`src/rtl/data_mem_ctrl_pkg.sv`:
```
// data_mem_ctrl_pkg: op codes, FSM encoding and bus width defaults shared by
// the load/store sequencer, its bus interface and the data RAM instance.
package data_mem_ctrl_pkg;

    localparam int DATA_W_DEF = 8;
    localparam int ADDR_W_DEF = 1;

    typedef enum logic [1:0] {
        OP_LOAD  = 2'b00,
        OP_STORE = 2'b01,
        OP_SWAP  = 2'b10,
        OP_INC   = 2'b11
    } op_t;

    typedef enum logic [2:0] {
        S_IDLE = 3'd0,
        S_RD   = 3'd1,
        S_CAP  = 3'd2,
        S_WR   = 3'd3,
        S_RSP  = 3'd4
    } state_t;

    // State entered from IDLE when a request with this op is accepted.
    function automatic state_t first_state(op_t op);
        state_t s;
        case (op)
            OP_STORE: s = S_WR;
`ifdef DATA_MEM_CTRL_RMW_EN
            OP_INC:   s = S_RD;
`else
            OP_INC:   s = S_RSP;
`endif
            default:  s = S_RD;
        endcase
        return s;
    endfunction

endpackage

```
`src/rtl/data_mem_ctrl_if.sv`:
```
// data_mem_ctrl_if: request/response channel between the datapath (master)
// and the load/store sequencer (slave).
interface data_mem_ctrl_if
    import data_mem_ctrl_pkg::*;
#(
    parameter int DATA_W = DATA_W_DEF,
    parameter int ADDR_W = ADDR_W_DEF
) ();

    logic              req_valid;
    logic              req_ready;
    op_t               req_op;
    logic [ADDR_W-1:0] req_addr;
    logic [DATA_W-1:0] req_wdata;
    logic              rsp_valid;
    logic [DATA_W-1:0] rsp_data;
    logic              rsp_err;

    modport master (
        output req_valid,
        output req_op,
        output req_addr,
        output req_wdata,
        input  req_ready,
        input  rsp_valid,
        input  rsp_data,
        input  rsp_err
    );

    modport slave (
        input  req_valid,
        input  req_op,
        input  req_addr,
        input  req_wdata,
        output req_ready,
        output rsp_valid,
        output rsp_data,
        output rsp_err
    );

endinterface

```
`src/rtl/data_mem_ctrl.sv`:
```
// data_mem_ctrl: one-at-a-time load/store sequencer for the registered-read
// data RAM. Define DATA_MEM_CTRL_RMW_EN to enable the INC read-modify-write op.
module data_mem_ctrl
    import data_mem_ctrl_pkg::*;
#(
    parameter int DATA_W = DATA_W_DEF,
    parameter int ADDR_W = ADDR_W_DEF
) (
    input  logic              clk,
    input  logic              rst_n,
    data_mem_ctrl_if.slave    bus,
    output logic [ADDR_W-1:0] mem_addr,
    output logic [DATA_W-1:0] mem_data,
    output logic              mem_we,
    input  logic [DATA_W-1:0] mem_rdata
);

    state_t            state_q;
    state_t            state_d;
    op_t               op_q;
    logic [DATA_W-1:0] wdata_q;
    logic [DATA_W-1:0] old_q;
    logic              accept;

`ifdef DATA_MEM_CTRL_RMW_EN
    logic [DATA_W-1:0] inc_val;
    assign inc_val = mem_rdata + DATA_W'(1);
`endif

    assign accept        = bus.req_valid && (state_q == S_IDLE);
    assign bus.req_ready = (state_q == S_IDLE);

    always_ff @(posedge clk or negedge rst_n) begin
        if (!rst_n) begin
            state_q <= S_IDLE;
        end else begin
            state_q <= state_d;
        end
    end

    always_comb begin
        state_d = state_q;
        unique case (state_q)
            S_IDLE: begin
                if (bus.req_valid) begin
                    state_d = first_state(bus.req_op);
                end
            end
            S_RD:    state_d = S_CAP;
            S_CAP:   state_d = (op_q == OP_LOAD) ? S_RSP : S_WR;
            S_WR:    state_d = S_RSP;
            S_RSP:   state_d = S_IDLE;
            default: state_d = S_IDLE;
        endcase
    end

    // Strobes follow the state being entered, so each lasts one state.
    always_ff @(posedge clk or negedge rst_n) begin
        if (!rst_n) begin
            op_q          <= OP_LOAD;
            wdata_q       <= '0;
            old_q         <= '0;
            mem_addr      <= '0;
            mem_data      <= '0;
            mem_we        <= 1'b0;
            bus.rsp_valid <= 1'b0;
            bus.rsp_data  <= '0;
            bus.rsp_err   <= 1'b0;
        end else begin
            mem_we        <= (state_d == S_WR);
            bus.rsp_valid <= (state_d == S_RSP);
            unique case (state_q)
                S_IDLE: begin
                    if (accept) begin
                        op_q     <= bus.req_op;
                        wdata_q  <= bus.req_wdata;
                        mem_addr <= bus.req_addr;
                        if (bus.req_op == OP_STORE) begin
                            mem_data <= bus.req_wdata;
                        end
`ifndef DATA_MEM_CTRL_RMW_EN
                        if (bus.req_op == OP_INC) begin
                            bus.rsp_err <= 1'b1;
                        end
`endif
                    end
                end
                S_CAP: begin
                    old_q <= mem_rdata;
                    unique case (op_q)
                        OP_LOAD: begin
                            bus.rsp_data <= mem_rdata;
                            bus.rsp_err  <= 1'b0;
                        end
`ifdef DATA_MEM_CTRL_RMW_EN
                        OP_INC:  mem_data <= inc_val;
`endif
                        default: mem_data <= wdata_q;
                    endcase
                end
                S_WR: begin
                    bus.rsp_err  <= 1'b0;
                    bus.rsp_data <= (op_q == OP_SWAP) ? old_q : mem_data;
                end
                default: ;
            endcase
        end
    end

endmodule

```
`src/flat_wrapper.sv`:
```
// flat-port wrapper written by rule: the top's interface ports become plain ports
module data_mem_ctrl_flat import data_mem_ctrl_pkg::*;
#(
    parameter int DATA_W = DATA_W_DEF,
    parameter int ADDR_W = ADDR_W_DEF
)
  (clk, rst_n, mem_addr, mem_data, mem_we, mem_rdata, bus_req_valid, bus_req_op, bus_req_addr, bus_req_wdata, bus_req_ready, bus_rsp_valid, bus_rsp_data, bus_rsp_err);
  data_mem_ctrl_if #(.DATA_W(DATA_W), .ADDR_W(ADDR_W)) bus_i ();
  input  logic clk;
  input  logic rst_n;
  output logic [ADDR_W-1:0] mem_addr;
  output logic [DATA_W-1:0] mem_data;
  output logic mem_we;
  input  logic [DATA_W-1:0] mem_rdata;
  input wire logic [$bits(bus_i.req_valid)-1:0] bus_req_valid;
  input wire logic [$bits(bus_i.req_op)-1:0] bus_req_op;
  input wire logic [$bits(bus_i.req_addr)-1:0] bus_req_addr;
  input wire logic [$bits(bus_i.req_wdata)-1:0] bus_req_wdata;
  output wire logic [$bits(bus_i.req_ready)-1:0] bus_req_ready;
  output wire logic [$bits(bus_i.rsp_valid)-1:0] bus_rsp_valid;
  output wire logic [$bits(bus_i.rsp_data)-1:0] bus_rsp_data;
  output wire logic [$bits(bus_i.rsp_err)-1:0] bus_rsp_err;
  assign bus_i.req_valid = bus_req_valid;
  assign bus_i.req_op = bus_req_op;
  assign bus_i.req_addr = bus_req_addr;
  assign bus_i.req_wdata = bus_req_wdata;
  assign bus_req_ready = bus_i.req_ready;
  assign bus_rsp_valid = bus_i.rsp_valid;
  assign bus_rsp_data = bus_i.rsp_data;
  assign bus_rsp_err = bus_i.rsp_err;
  data_mem_ctrl #(.DATA_W(DATA_W), .ADDR_W(ADDR_W)) u_core (.clk(clk), .rst_n(rst_n), .bus(bus_i), .mem_addr(mem_addr), .mem_data(mem_data), .mem_we(mem_we), .mem_rdata(mem_rdata));
endmodule
```
`config.mk`:
```
export PLATFORM = sky130hd
export DESIGN_NAME = data_mem_ctrl_flat
export DESIGN_NICKNAME = d
export VERILOG_FILES = /design/src/rtl/data_mem_ctrl_pkg.sv /design/src/rtl/data_mem_ctrl_if.sv /design/src/rtl/data_mem_ctrl.sv /design/src/flat_wrapper.sv
export SDC_FILE = /design/constraint.sdc
export NUM_CORES = 1
export LEC_CHECK = 0
export ABC_AREA = 0
export BUFFER_PORTS_ARGS = -buffer_cell sky130_fd_sc_hd__buf_4
export CORE_MARGIN = 3
export CORE_UTILIZATION = 40
export CTS_CLUSTER_DIAMETER = 120
export DETAILED_ROUTE_END_ITERATION = 8
export PLACE_DENSITY = 0.67
export SLEW_MARGIN = 30
export SYNTH_ARGS = -nofsm -noshare
export SYNTH_HDL_FRONTEND = slang
export SYNTH_SLANG_ARGS = --single-unit
```
`constraint.sdc`:
```
create_clock -name clk -period 3.1 [get_ports clk]
set_input_delay 0.62 -clock clk [delete_from_list [all_inputs] [get_ports clk]]
set_output_delay 0.62 -clock clk [all_outputs]
set_load 0.01 [all_outputs]
```
==> results of run 1 <==
-- cells in the final DEF (no fill, tap or decap), types with 2 or more instances in the layout --
master and count:
sky130_fd_sc_hd__and2_1 2, sky130_fd_sc_hd__nand2_1 4, sky130_fd_sc_hd__a21oi_2 8, sky130_fd_sc_hd__buf_4 43, sky130_fd_sc_hd__mux2_4 6, sky130_fd_sc_hd__mux2i_1 8, sky130_fd_sc_hd__nor2_1 16, sky130_fd_sc_hd__a31o_1 2
sky130_fd_sc_hd__mux2_1 4, sky130_fd_sc_hd__nor2b_1 3, sky130_fd_sc_hd__a22oi_1 8, sky130_fd_sc_hd__a21oi_1 9, sky130_fd_sc_hd__dfrtp_1 41, sky130_fd_sc_hd__clkbuf_8 6, sky130_fd_sc_hd__mux2_2 17
-- per-stage QoR --
step | total power, mW | hold WS, ps
2_1_floorplan | 1.85 | 324
3_3_place_gp | 2.12 | 484
3_5_place_dp | 2.17 | 497
4_1_cts | 2.52 | 322
5_1_grt | 2.68 | 335
6_report | 2.50 | 304
-- layout make-up --
class                      count  area share (%)
multi-input combinational     95            34.4
tap                           52            2.84
clock buffer                   7            3.76
inverter                       1           0.164
timing repair buffer          43            14.1
sequential                    41            44.7
-- path summary, 6_finish.rpt --
path	startpoint	to	slack, ps	cells past startpoint
min in group clk	u_core.old_q[7]	u_core.old_q[7]	510	1
max in group asynchronous	rst_n	u_core.mem_data[3]	2450	1
worst min register to register	u_core.old_q[7]	u_core.old_q[7]	510	1
worst min-delay path	rst_n	u_core.old_q[6]	300	1
worst max-delay path	u_core.state_q[0]	u_core.wdata_q[7]	1250	3
worst max register to register	u_core.state_q[0]	u_core.wdata_q[7]	1250	3
-- routing by layer --
metal | global-route usage, % | up-vias | routed length [µm] | share of wire [%]
met4 | 4.27 | 0 | 43 | 1.1
met2 | 23.5 | 34 | 1900 | 51
met5 | 0 | - | 0 | 0
li1 | - | 593 | - | -
met3 | 4.67 | 4 | 190 | 5.1
met1 | 17.2 | 640 | 1610 | 43
-- sequential cells by signal, summed over array words and instances, names as in the netlist, 2 cells and up --
| register | count |
|---|---|
| u_core.bus.rsp_data | 8 |
| u_core.mem_data | 8 |
| u_core.old_q | 8 |
| u_core.op_q | 2 |
| u_core.state_q | 3 |
| u_core.wdata_q | 8 |
-- critical path, stage by stage, from the launching register on --
cell	delay [ps]
sky130_fd_sc_hd__dfrtp_1	440
sky130_fd_sc_hd__nor3_2	230
sky130_fd_sc_hd__and2_1	650
sky130_fd_sc_hd__mux2_2	410
-- power by group through the flow --
| stage | sequential [mW] | combinational, mW | clock (mW) |
|---|---|---|---|
| after global placement | 0.978 | 1.14 | 0 |
| after CTS | 0.990 | 1.18 | 0.354 |
| after detailed placement | 0.998 | 1.17 | 0 |
| final | 0.988 | 1.16 | 0.346 |
| after floorplan | 1.01 | 0.841 | 0 |
| after global routing | 1.02 | 1.27 | 0.382 |
-- kinds of logic (layout without fill, tap and decap cells) --
| family | count (synthesis) | in the layout | share of synthesized area, % |
|---|---|---|---|
| AOI/OAI and AO/OA | 31 | 31 | 12.4 |
| buffers and inverters | 10 | 51 | 5.04 |
| DFF | 41 | 41 | 53.7 |
| muxes | 35 | 35 | 21.3 |
| and+or+nand+nor | 29 | 29 | 7.66 |
==> results.txt, run 1 <==
The synthesized design spends more area on one cell type than any other, namely sky130_fd_sc_hd__dfrtp_1. The number of nets handed over by synthesis was 168. The total of flip-flops plus latches after synthesis was 41; the detail-routed net length per standard cell was 15.6 µm. Hold buffer count at CTS: 0. The worst voltage drop across the vdd grid is 0.000324 V, and the number of diodes added for antenna fixing is 0. The pre-antenna-repair detailed-routing pass consisted of 4 iterations.

For this run, the top clock speed supported by timing is 540 MHz. The number of endpoints failing setup at the final stage came out at 0. The flip-flop cell with the highest count after synthesis was sky130_fd_sc_hd__dfrtp_1. Cells with a size suffix above 1 make up 45.5% of the layout. The instance count of the mapped netlist was 146. The arrival time of data at the critical path endpoint is 2020 ps, and the part of the power in combinational logic is 46.6%. The floorplan has 24 rows.

The logs give 0 for the number of hold violations in the final report and 1240 ps for the minimum setup slack after placement. The share of the clock period used by the worst path after layout is 59.7%. The I/O pin total is 43, and the filler cell count in the final layout is 387. The count of routing violations after the opening detailed-route iteration is 59, and the area of the placeable core is 4470 µm². Power spread over the standard cell area amounts to 1090 nW/µm². The logs give 0 for the number of max-slew violations in the final report and 53.7% for the proportion of synthesized chip area in sequential cells. The clock arrives with 4.00 ps of skew. TritonCTS built the clock tree. The transition time of the tightest slew-check pin was 745 ps; the warning count from the yosys run was 0. The logs give 2.72 mm for the placed wire-length estimate and 2 for the maximum buffer depth of the clock tree.

The critical path in this run is classified as register to register. For this configuration, the core starts out at a cell density of 42.7%. A synthesized cell averages 13.1 µm². The reported max-cap violation count was 0. The clock slew seen by the registers of the worst setup and hold paths is 70 ps, and the share of the core filled with cells is 51.3%.

Leakage power summed over all cells: 1.01 nW. Compared with the post-synthesis result, the final layout area differs by 20.0%. Kind of end point of the critical path: a register. The post-synthesis cell type count was 27.

Sequential cells burn 39.6% of the power. The total area of multi-input combinational cells was 790 µm². Sorting the synthesized cells by how often they occur yields 41 x sky130_fd_sc_hd__dfrtp_1, 17 x sky130_fd_sc_hd__mux2_2, 16 x sky130_fd_sc_hd__nor2_1, 9 x sky130_fd_sc_hd__a21oi_1.

The run finished with clean final reports. Final critical delay including setup and external delays: 1850 ps. Summing all non-filler instances in the final layout gives an area of 2290 µm².

In this run the tightest slew margin relative to its limit is 50.3%. The aggregate routed wire length is 3.74 mm. The overall routing resource usage was 14.0%; the height of the die was 75.1 µm.

The finished layout holds 239 standard cells, fillers aside. In this run the clock root is driven by a sky130_fd_sc_hd__clkbuf_8. The die is 75.1 µm wide.

The CTS sink count came out at 41. The count of nets left with antenna violations once routing finished came out at 0. Gates resized during post-CTS repair numbered 0. Setup repair after global routing left no endpoint under its margin.

For the initial antenna violation count, the log shows 0. The cell area after placement was 2210 µm². For the total die area, the log shows 5650 µm². The type of the tightest min-delay check is input port to async pin. For the latest clock arrival within the worst-skew pair, the log shows 290 ps.

Once placement completed, the tool counted placed cells totaling 232. Buffers added to address setup during post-CTS repair amount to 0. The detail-routed via count per cell was 5.32; the total via count in the routed design was 1271. STA classifies the critical path startpoint as a register. Clock tree synthesis inserted a total of 5 buffers.

The number of nets at the end of the flow is 209, and the number of flops mapped to enable cells by yosys is 0. The congestion estimate from routability-driven global placement came to 0.755. The tools report the depth of the CTS H-tree as 2. The aggregate global routing overflow was 0.

The run gives 1.60 mW as the internal power summed over all cells. The switching part of the total works out to 35.7%. In this run the cell area of the synthesized design comes to 1910 µm².

The largest net degree at the start of global routing was 42. The smallest setup slack after layout came out at 1250 ps. The first global-routing pass estimated 6.01 mm of wire. The run gives 1271 as the via count of the first global-routing pass.

By area the synthesized netlist is led by sky130_fd_sc_hd__dfrtp_1 54%, sky130_fd_sc_hd__mux2_2 10%, sky130_fd_sc_hd__mux2_4 4.7%. The async set or reset register ratio after synthesis was 100%; the required time of the critical path was 3270 ps. Adding up every negative setup slack in the final design gives 0 ps. The analysis attributes to net switching a power of 0.892 mW. After detailed routing, the number of remaining DRC violations is 0.

Clock power share: 13.8%. In the post-synthesis netlist, the cell with the most instances is sky130_fd_sc_hd__dfrtp_1. The maximum fanout encountered on the critical timing path was 15. In this run the biggest area consumer among cell types represents 53.7% of the synthesized area.

Input and output buffers added on the ports amount to 42. Summing all flip-flop and latch instances after layout gives 1030 µm².
(Power assumes the default switching activity.)
==> run 2: changes to the inputs <==
Clock period 3.1 ns to 1.8 ns, I/O delays scaled along.
==> results.txt, run 2 (synthesis gave the netlist of run 1 again) <==
The flow ran to the end, and the final reports show no timing, DRC or antenna violations. The share of post-route cells with drive strength above 1 is 47.4% (+1.9 points). For the total via count in the routed design, the log shows 1280 (+0.71%).

The die outline width was 75.1 µm (unchanged). The via count of the first global-routing pass is 1320 (+3.9%). Leading cell type in the layout, fill and taps excluded: sky130_fd_sc_hd__buf_4.

The number of endpoints failing setup at the final stage was 0 (unchanged). Type of the tightest min-delay check: input port to async pin. The library cells used most frequently in the layout, excluding fill and tap cells, are 47 x sky130_fd_sc_hd__buf_4, 41 x sky130_fd_sc_hd__dfrtp_1, 17 x sky130_fd_sc_hd__mux2_2. The leakage power summed over all cells was 1.04 nW (+3.0%). The filler cell count in the final layout came out at 394 (+1.8%).

The height of the die is 75.1 µm (unchanged), and the worst max-slew margin expressed relative to the limit is 65.7% (+15 points). The placed wire-length estimate is 2.81 mm (+3.3%). The clock slew seen by the registers of the worst setup and hold paths works out to 80 ps (about the same).

met2 is the most crowded layer. The detail-routed net length per standard cell came out at 15.9 µm (+1.9%). The largest individual stage delay along the critical path comes from the cell sky130_fd_sc_hd__dfrtp_1.

The transition time of the tightest slew-check pin is 515 ps (-230 ps), and the number of gates resized after cts is 0 (unchanged). TritonCTS built the clock tree. The share of the clock period used by the worst path after layout is 84.5% (+25 points), and the latest clock arrival within the worst-skew pair is 290 ps (about the same).

The run gives 18.2% (+1.0 points) as the met1 routing resource usage after global routing. The run gives 1980 ps (-1290 ps) as the required time of the critical path. The tools report the library cell used as clock root buffer as sky130_fd_sc_hd__clkbuf_8. From synthesis to final layout, the design area changed by 22.3%.

The critical path buffer and inverter count came out at 1 (+1). The routability congestion estimate from global placement came out at 0.730 (-3.3%). The run gives 0 (unchanged) as the hold buffer count at CTS.

The critical path goes through nor3_2, and2_1, buf_4, mux2_2. The number of max-slew violations in the final report came out at 0 (unchanged). The initial antenna violation count is 0 (unchanged), and the worst clock skew is 3.10 ps (-0.899 ps). The run gives 657 MHz (+22%) as the fmax.

The tools report the depth of the CTS H-tree as 2 (unchanged). Among cell families on the critical path, the largest total delay comes from flip-flops. The run gives 4470 µm² (unchanged) as the area of the placeable core. The overall routing resource usage came out at 14.8% (+0.78 points). The logs give 42.7% (unchanged) for the starting density of the core and 244 (+2.1%) for the filler-free cell count of the finished design.

The number of diodes added for antenna fixing is 0 (unchanged), and the number of hold violations in the final report is 0 (unchanged). The power per standard cell area was 1890 nW/µm² (+74%); the aggregate global routing overflow was 0 (unchanged). Delay of the slowest cell on the worst path: 430 ps (-220 ps). Setup repair after global routing left no endpoint under its margin.

The critical path is of the register to register type. For the number of search-and-repair iterations in the first detailed-routing pass, the log shows 6 (+2). For the maximum buffer depth of the clock tree, the log shows 2 (unchanged). The worst setup path is captured at a register.

Placement row count: 24 (unchanged). For the DRC violations left, the log shows 0 (unchanged). The global routing usage on met3 was 4.54% (-0.13 points).

The final total negative setup slack is 0 ps (unchanged). The run gives 0 (unchanged) as the count of nets left with antenna violations after detail routing. The maximum fanout encountered on the critical timing path is 13 (-2). The final critical delay including setup and external delays is 1520 ps (-330 ps). The count of routing violations after the opening detailed-route iteration is 56 (-5.1%), and the arrival time of data at the critical path endpoint is 1700 ps (-320 ps). The aggregate routed wire length was 3.89 mm (+4.0%); the worst voltage drop across the vdd grid was 0.000646 V (+99%). The tools report the reported max-cap violation count as 0 (unchanged). The count of buffers added by post-CTS timing repair for setup came out at 0 (unchanged). Startpoint class of the critical path: a register.

For the share of the core filled with cells, the log shows 52.3% (+1.0 points). The global-route wire length before repair is 6.26 mm (+4.1%), and the CTS buffer count is 5 (unchanged). The run gives 5650 µm² (unchanged) as the total die area.

The number of nets at the end of the flow is 213 (+1.9%), and the largest net degree at the start of global routing is 42 (unchanged). The logs give 236 (+1.7%) for the total placed cells including tap cells and 24.8% (+1.3 points) for the met2 routing resource usage after global routing. The tools report the I/O pin total as 43 (unchanged).

The total of buffers placed on input and output ports is 42 (unchanged). The detail-routed via count per cell was 5.25 (-1.4%). The tools report the CTS sink count as 41 (unchanged).
run 2: cell types whose count changed in the layout (fill, tap and decap cells not counted), sizes merged:
cell / delta
buf: +4
clkinv: +1
run 2: per-stage QoR:
step / setup WS, ps / total power [mW] / hold slack [ps] / instance area, µm²
detailed placement: 294 / 3.79 / 374 / 2240
global placement: 341 / 3.71 / 362 / 2240
CTS: 266 / 4.47 / 57.4 / 2340
finish: 279 / 4.42 / 41.9 / 2340
global route: 175 / 4.74 / 80.6 / 2340
floorplan: 265 / 3.19 / 64.4 / 1910
run 2: power breakdown:
group	total, mW	leakage, nW	switching, mW	internal [mW]
registers	1.69	0.480	0.299	1.39
clock network	0.654	0.0542	0.308	0.346
logic	2.08	0.507	0.965	1.11
total	4.42	1.04	1.57	2.85
run 2: path summary, 6_finish.rpt:
| kind | depth (start not counted) | slack [ps] | end | startpoint |
|---|---|---|---|---|
| min in group clk | 2 | 300 | u_core.mem_addr | bus_req_addr |
| hold reg to reg | 1 | 510 | u_core.wdata_q[0] | u_core.wdata_q[0] |
| setup / recovery | 4 | 280 | u_core.wdata_q[1] | u_core.state_q[0] |
| hold / removal | 1 | 40 | u_core.old_q[4] | rst_n |
| max in group asynchronous | 1 | 1410 | u_core.wdata_q[5] | rst_n |
| setup reg to reg | 4 | 280 | u_core.wdata_q[1] | u_core.state_q[0] |
run 2: per-layer routing:
layer  wire, µm  part of all wire [%]  vias up
li1           -                     -      607
met1       1660                    43      635
met2       2040                    52       33
met3        145                   3.7        5
met4         48                   1.2        0
met5          0                     0        -
run 2: final cells by class:
class | instances | area, µm² | area share, %
Sequential cell | 41 | 1030 | 43.9
Multi-Input combinational cell | 95 | 790 | 33.8
Timing Repair Buffer | 47 | 353 | 15.1
Clock buffer | 7 | 96.3 | 4.12
Tap cell | 52 | 65.1 | 2.78
Clock inverter | 1 | 5.00 | 0.214
Inverter | 1 | 3.75 | 0.161
run 2: worst reg2reg max path: stages, from the launching register on:
cell and delay (ps):
sky130_fd_sc_hd__dfrtp_1 430, sky130_fd_sc_hd__nor3_2 240, sky130_fd_sc_hd__and2_1 160, sky130_fd_sc_hd__buf_4 220
sky130_fd_sc_hd__mux2_2 360
==> run 3: changes to the inputs <==
Settings changed: ABC_AREA 0 to 1.
Clock period 1.8 ns to 1.4 ns, I/O delays scaled along.
==> results.txt, run 3 <==
The starting density of the core was 41.8% (-0.89 points); the worst max-slew margin expressed relative to the limit was 65.0% (-0.62 points). The run gives 1990 µm² (+4.1%) as the combined area of all synthesized cells. TritonCTS built the clock tree. The die outline width is 76.5 µm (+1.9%), and the via count of the first global-routing pass is 1700 (+29%).

STA classifies the critical path startpoint as a register. The total of flip-flops plus latches after synthesis is 41 (unchanged). The total chip power was 5.55 mW (+26%); the worst clock skew was 5.02 ps (+1.91 ps).

The instance count of the mapped netlist is 259 (+77%), and the placement row count is 25 (+4.2%). The logs give 51.6% (-2.1 points) for the proportion of synthesized chip area in sequential cells and 742 MHz (+13%) for the fmax. The I/O pin total came out at 43 (unchanged). For the worst voltage drop across the vdd grid, the log shows 0.00116 V (+79%). The logs give 0 (unchanged) for the initial antenna violation count and 5860 µm² (+3.7%) for the total die area. For the worst hold slack, the log shows 203 ps (+161 ps). Most repeated cell in the gate-level netlist after synthesis: sky130_fd_sc_hd__nand2_1. CTS placed an instance of sky130_fd_sc_hd__clkbuf_8 at the clock tree root. The share of the clock period used by the worst path after layout works out to 96.2% (+12 points). The reported max-cap violation count was 0 (unchanged). The DRC violations left is 0 (unchanged), and the detail-routed net length per standard cell is 12.3 µm (-23%). The placed wire-length estimate was 3.33 mm (+19%); the transition time of the tightest slew-check pin was 524 ps (+9.35 ps).

The warning count from the yosys run was 0 (unchanged). The tools report the final total negative setup slack as 0 ps (unchanged). Kind of end point of the critical path: a register. The tools report the storage element area as 1030 µm² (+0.12%).

The CTS sink count was 41 (unchanged). The flow ran to the end, and the final reports show no timing, DRC or antenna violations. The overall routing resource usage was 16.8% (+2.0 points).

The tools report the latest clock arrival within the worst-skew pair as 290 ps (about the same). The routability congestion estimate from global placement is 0.833 (+14%). The logs give 5 (unchanged) for the CTS buffer count and 0 (unchanged) for the number of endpoints failing setup at the final stage. The area growth from synthesis to layout is 30.1%. In the post-synthesis netlist, the biggest area contributors are sky130_fd_sc_hd__dfrtp_1 52%, sky130_fd_sc_hd__nand2_1 24%, sky130_fd_sc_hd__nand3_1 9.8%. Setup repair after global routing could not meet its margin everywhere. The tools report the count of routing violations after the opening detailed-route iteration as 144 (+160%).

The total via count in the routed design was 1788 (+40%); the clock slew seen by the registers of the worst setup and hold paths was 80 ps (about the same). Detail-routed via count per cell: 4.64 (-11%). The category of the critical setup timing path was register to register. The final critical delay including setup and external delays was 1350 ps (-174 ps). Flip-flop cell with the highest count after synthesis: sky130_fd_sc_hd__dfrtp_1. The aggregate global routing overflow was 0 (unchanged); the height of the die was 76.5 µm (+1.9%). The power per standard cell area came out at 2140 nW/µm² (+13%).

The share of Yosys cell area claimed by the top area cell type was 51.6% (-2.1 points). The share of post-route cells with drive strength above 1 is 26.4% (-21 points). In the layout the commonest cells are 124 x sky130_fd_sc_hd__nand2_1, 54 x sky130_fd_sc_hd__buf_4, 40 x sky130_fd_sc_hd__dfrtp_1. In this run the worst hold path is classified as input port to register. Leaving out fill and tap cells, the most frequent cell in the layout is sky130_fd_sc_hd__nand2_1. The run gives 2 (unchanged) as the maximum buffer depth of the clock tree. The tools report the count of nets left with antenna violations after detail routing as 0 (unchanged). The run gives 20 (-26%) as the post-synthesis cell type count. The arrival time of data at the critical path endpoint was 1530 ps (-170 ps); the area of the placeable core was 4750 µm² (+6.3%). The async set or reset register ratio after synthesis was 100% (unchanged). The number of search-and-repair iterations in the first detailed-routing pass is 4 (-2), and the total of buffers placed on input and output ports is 42 (unchanged).

The logs give 281 (+67%) for the number of nets in the synthesized netlist and 467 (+19%) for the filler cell count in the final layout. The required time of the critical path is 1580 ps (-400 ps), and the number of nets at the end of the flow is 341 (+60%). The run gives 0 (unchanged) as the number of diodes added for antenna fixing. The average instance area after synthesis works out to 7.68 µm² (-41%).

The number of flops mapped to enable cells by yosys works out to 0 (unchanged). Sorting the synthesized cells by how often they occur yields 125 x sky130_fd_sc_hd__nand2_1, 41 x sky130_fd_sc_hd__dfrtp_1, 39 x sky130_fd_sc_hd__nand3_1, 22 x sky130_fd_sc_hd__inv_1, 9 x sky130_fd_sc_hd__o21ai_0. The depth of the CTS H-tree was 2 (unchanged); the total area of multi-input combinational cells was 857 µm² (+8.6%). For the number of max-slew violations in the final report, the log shows 0 (unchanged). The global-route wire length before repair was 7.91 mm (+26%).

Maximum fanout encountered on the critical timing path: 5 (-8). The leakage power summed over all cells was 1.46 nW (+40%); the aggregate routed wire length was 4.74 mm (+22%). The largest area contributor in the netlist was sky130_fd_sc_hd__dfrtp_1.

The run gives 42 (unchanged) as the largest net degree at the start of global routing. The tools report the number of hold violations in the final report as 0 (unchanged).
## run 3: cell count changes after synthesis, moves of 9 or more
cell	previous run	this run
sky130_fd_sc_hd__nand2_1	4	125
sky130_fd_sc_hd__nand3_1	0	39
sky130_fd_sc_hd__inv_1	1	22
sky130_fd_sc_hd__mux2_2	17	0
sky130_fd_sc_hd__nor2_1	16	1
sky130_fd_sc_hd__o21ai_0	0	9
## run 3: kinds of logic after synthesis
logic type,Yosys count,share of synthesized area [%]
AOI/OAI and AO/OA,12,3.71
buffers and inverters,33,7.36
DFF,41,51.6
and+or+nand+nor,173,37.4
## run 3: worst max-delay path, cell delays in order, from the launching register on
cell                      delay, ps
sky130_fd_sc_hd__dfrtp_2        430
sky130_fd_sc_hd__buf_6          140
sky130_fd_sc_hd__nor3_4         280
sky130_fd_sc_hd__buf_4          180
sky130_fd_sc_hd__nand2_4         60
sky130_fd_sc_hd__nand3_1         90
sky130_fd_sc_hd__nand2_1         60
## run 3: layout make-up
class	instances	share of cell area [%]
clock buffers	5	2.66
clock inverters	1	0.193
inverters	26	3.77
multi-input cells	187	33.1
flip-flops and latches	41	39.7
well taps	67	3.24
repair buffers	58	17.4
## run 3: path summary, 6_finish.rpt
path | from | end | slack (ps) | cells after the start
max | u_core.state_q[2] | u_core.mem_data[1] | 50 | 6
min | mem_rdata[2] | u_core.old_q[2] | 200 | 3
max reg2reg | u_core.state_q[2] | u_core.mem_data[1] | 50 | 6
min reg2reg | u_core.wdata_q[0] | u_core.wdata_q[0] | 480 | 2
max in group asynchronous | rst_n | u_core.state_q[2] | 500 | 2
min in group asynchronous | rst_n | u_core.old_q[6] | 500 | 2
## run 3: power by group
| part | switching [mW] | internal [mW] | leakage (nW) |
|---|---|---|---|
| combinational | 1.62 | 1.19 | 0.902 |
| sequential | 0.299 | 1.73 | 0.514 |
| clock | 0.381 | 0.328 | 0.0399 |
| total | 2.30 | 3.25 | 1.46 |
## run 3: repair_timing
| item | 4_1_cts | 5_1_grt |
|---|---|---|
| hold buffers | 1 | 0 |
| buffers inserted | 5 | 3 |
| pin swaps | 0 | 1 |
| endpoints found under the hold margin | 41 | 0 |
| endpoints found under the setup margin | 2 | 26 |
| cloned | 0 | 2 |
| gates resized for setup | 2 | 10 |
## run 3: per-stage QoR
stage	cell area, µm²	setup slack, ps	util [%]	cells
after floorplan	1990	160	-	259
after global placement	2390	11.2	50.3	368
after global routing	2590	-38.1	54.4	385
after detailed placement	2390	-23.8	50.3	368
after CTS	2510	10.6	52.9	380
final	2590	52.6	54.4	385
## run 3: per-layer routing
metal / share of wire (%) / track usage (%) / vias up
li1: - / - / 927
met1: 47 / 22.1 / 803
met2: 46 / 27.0 / 49
met3: 5.4 / 4.26 / 9
met4: 1.5 / 5.62 / 0
met5: 0 / 0 / -
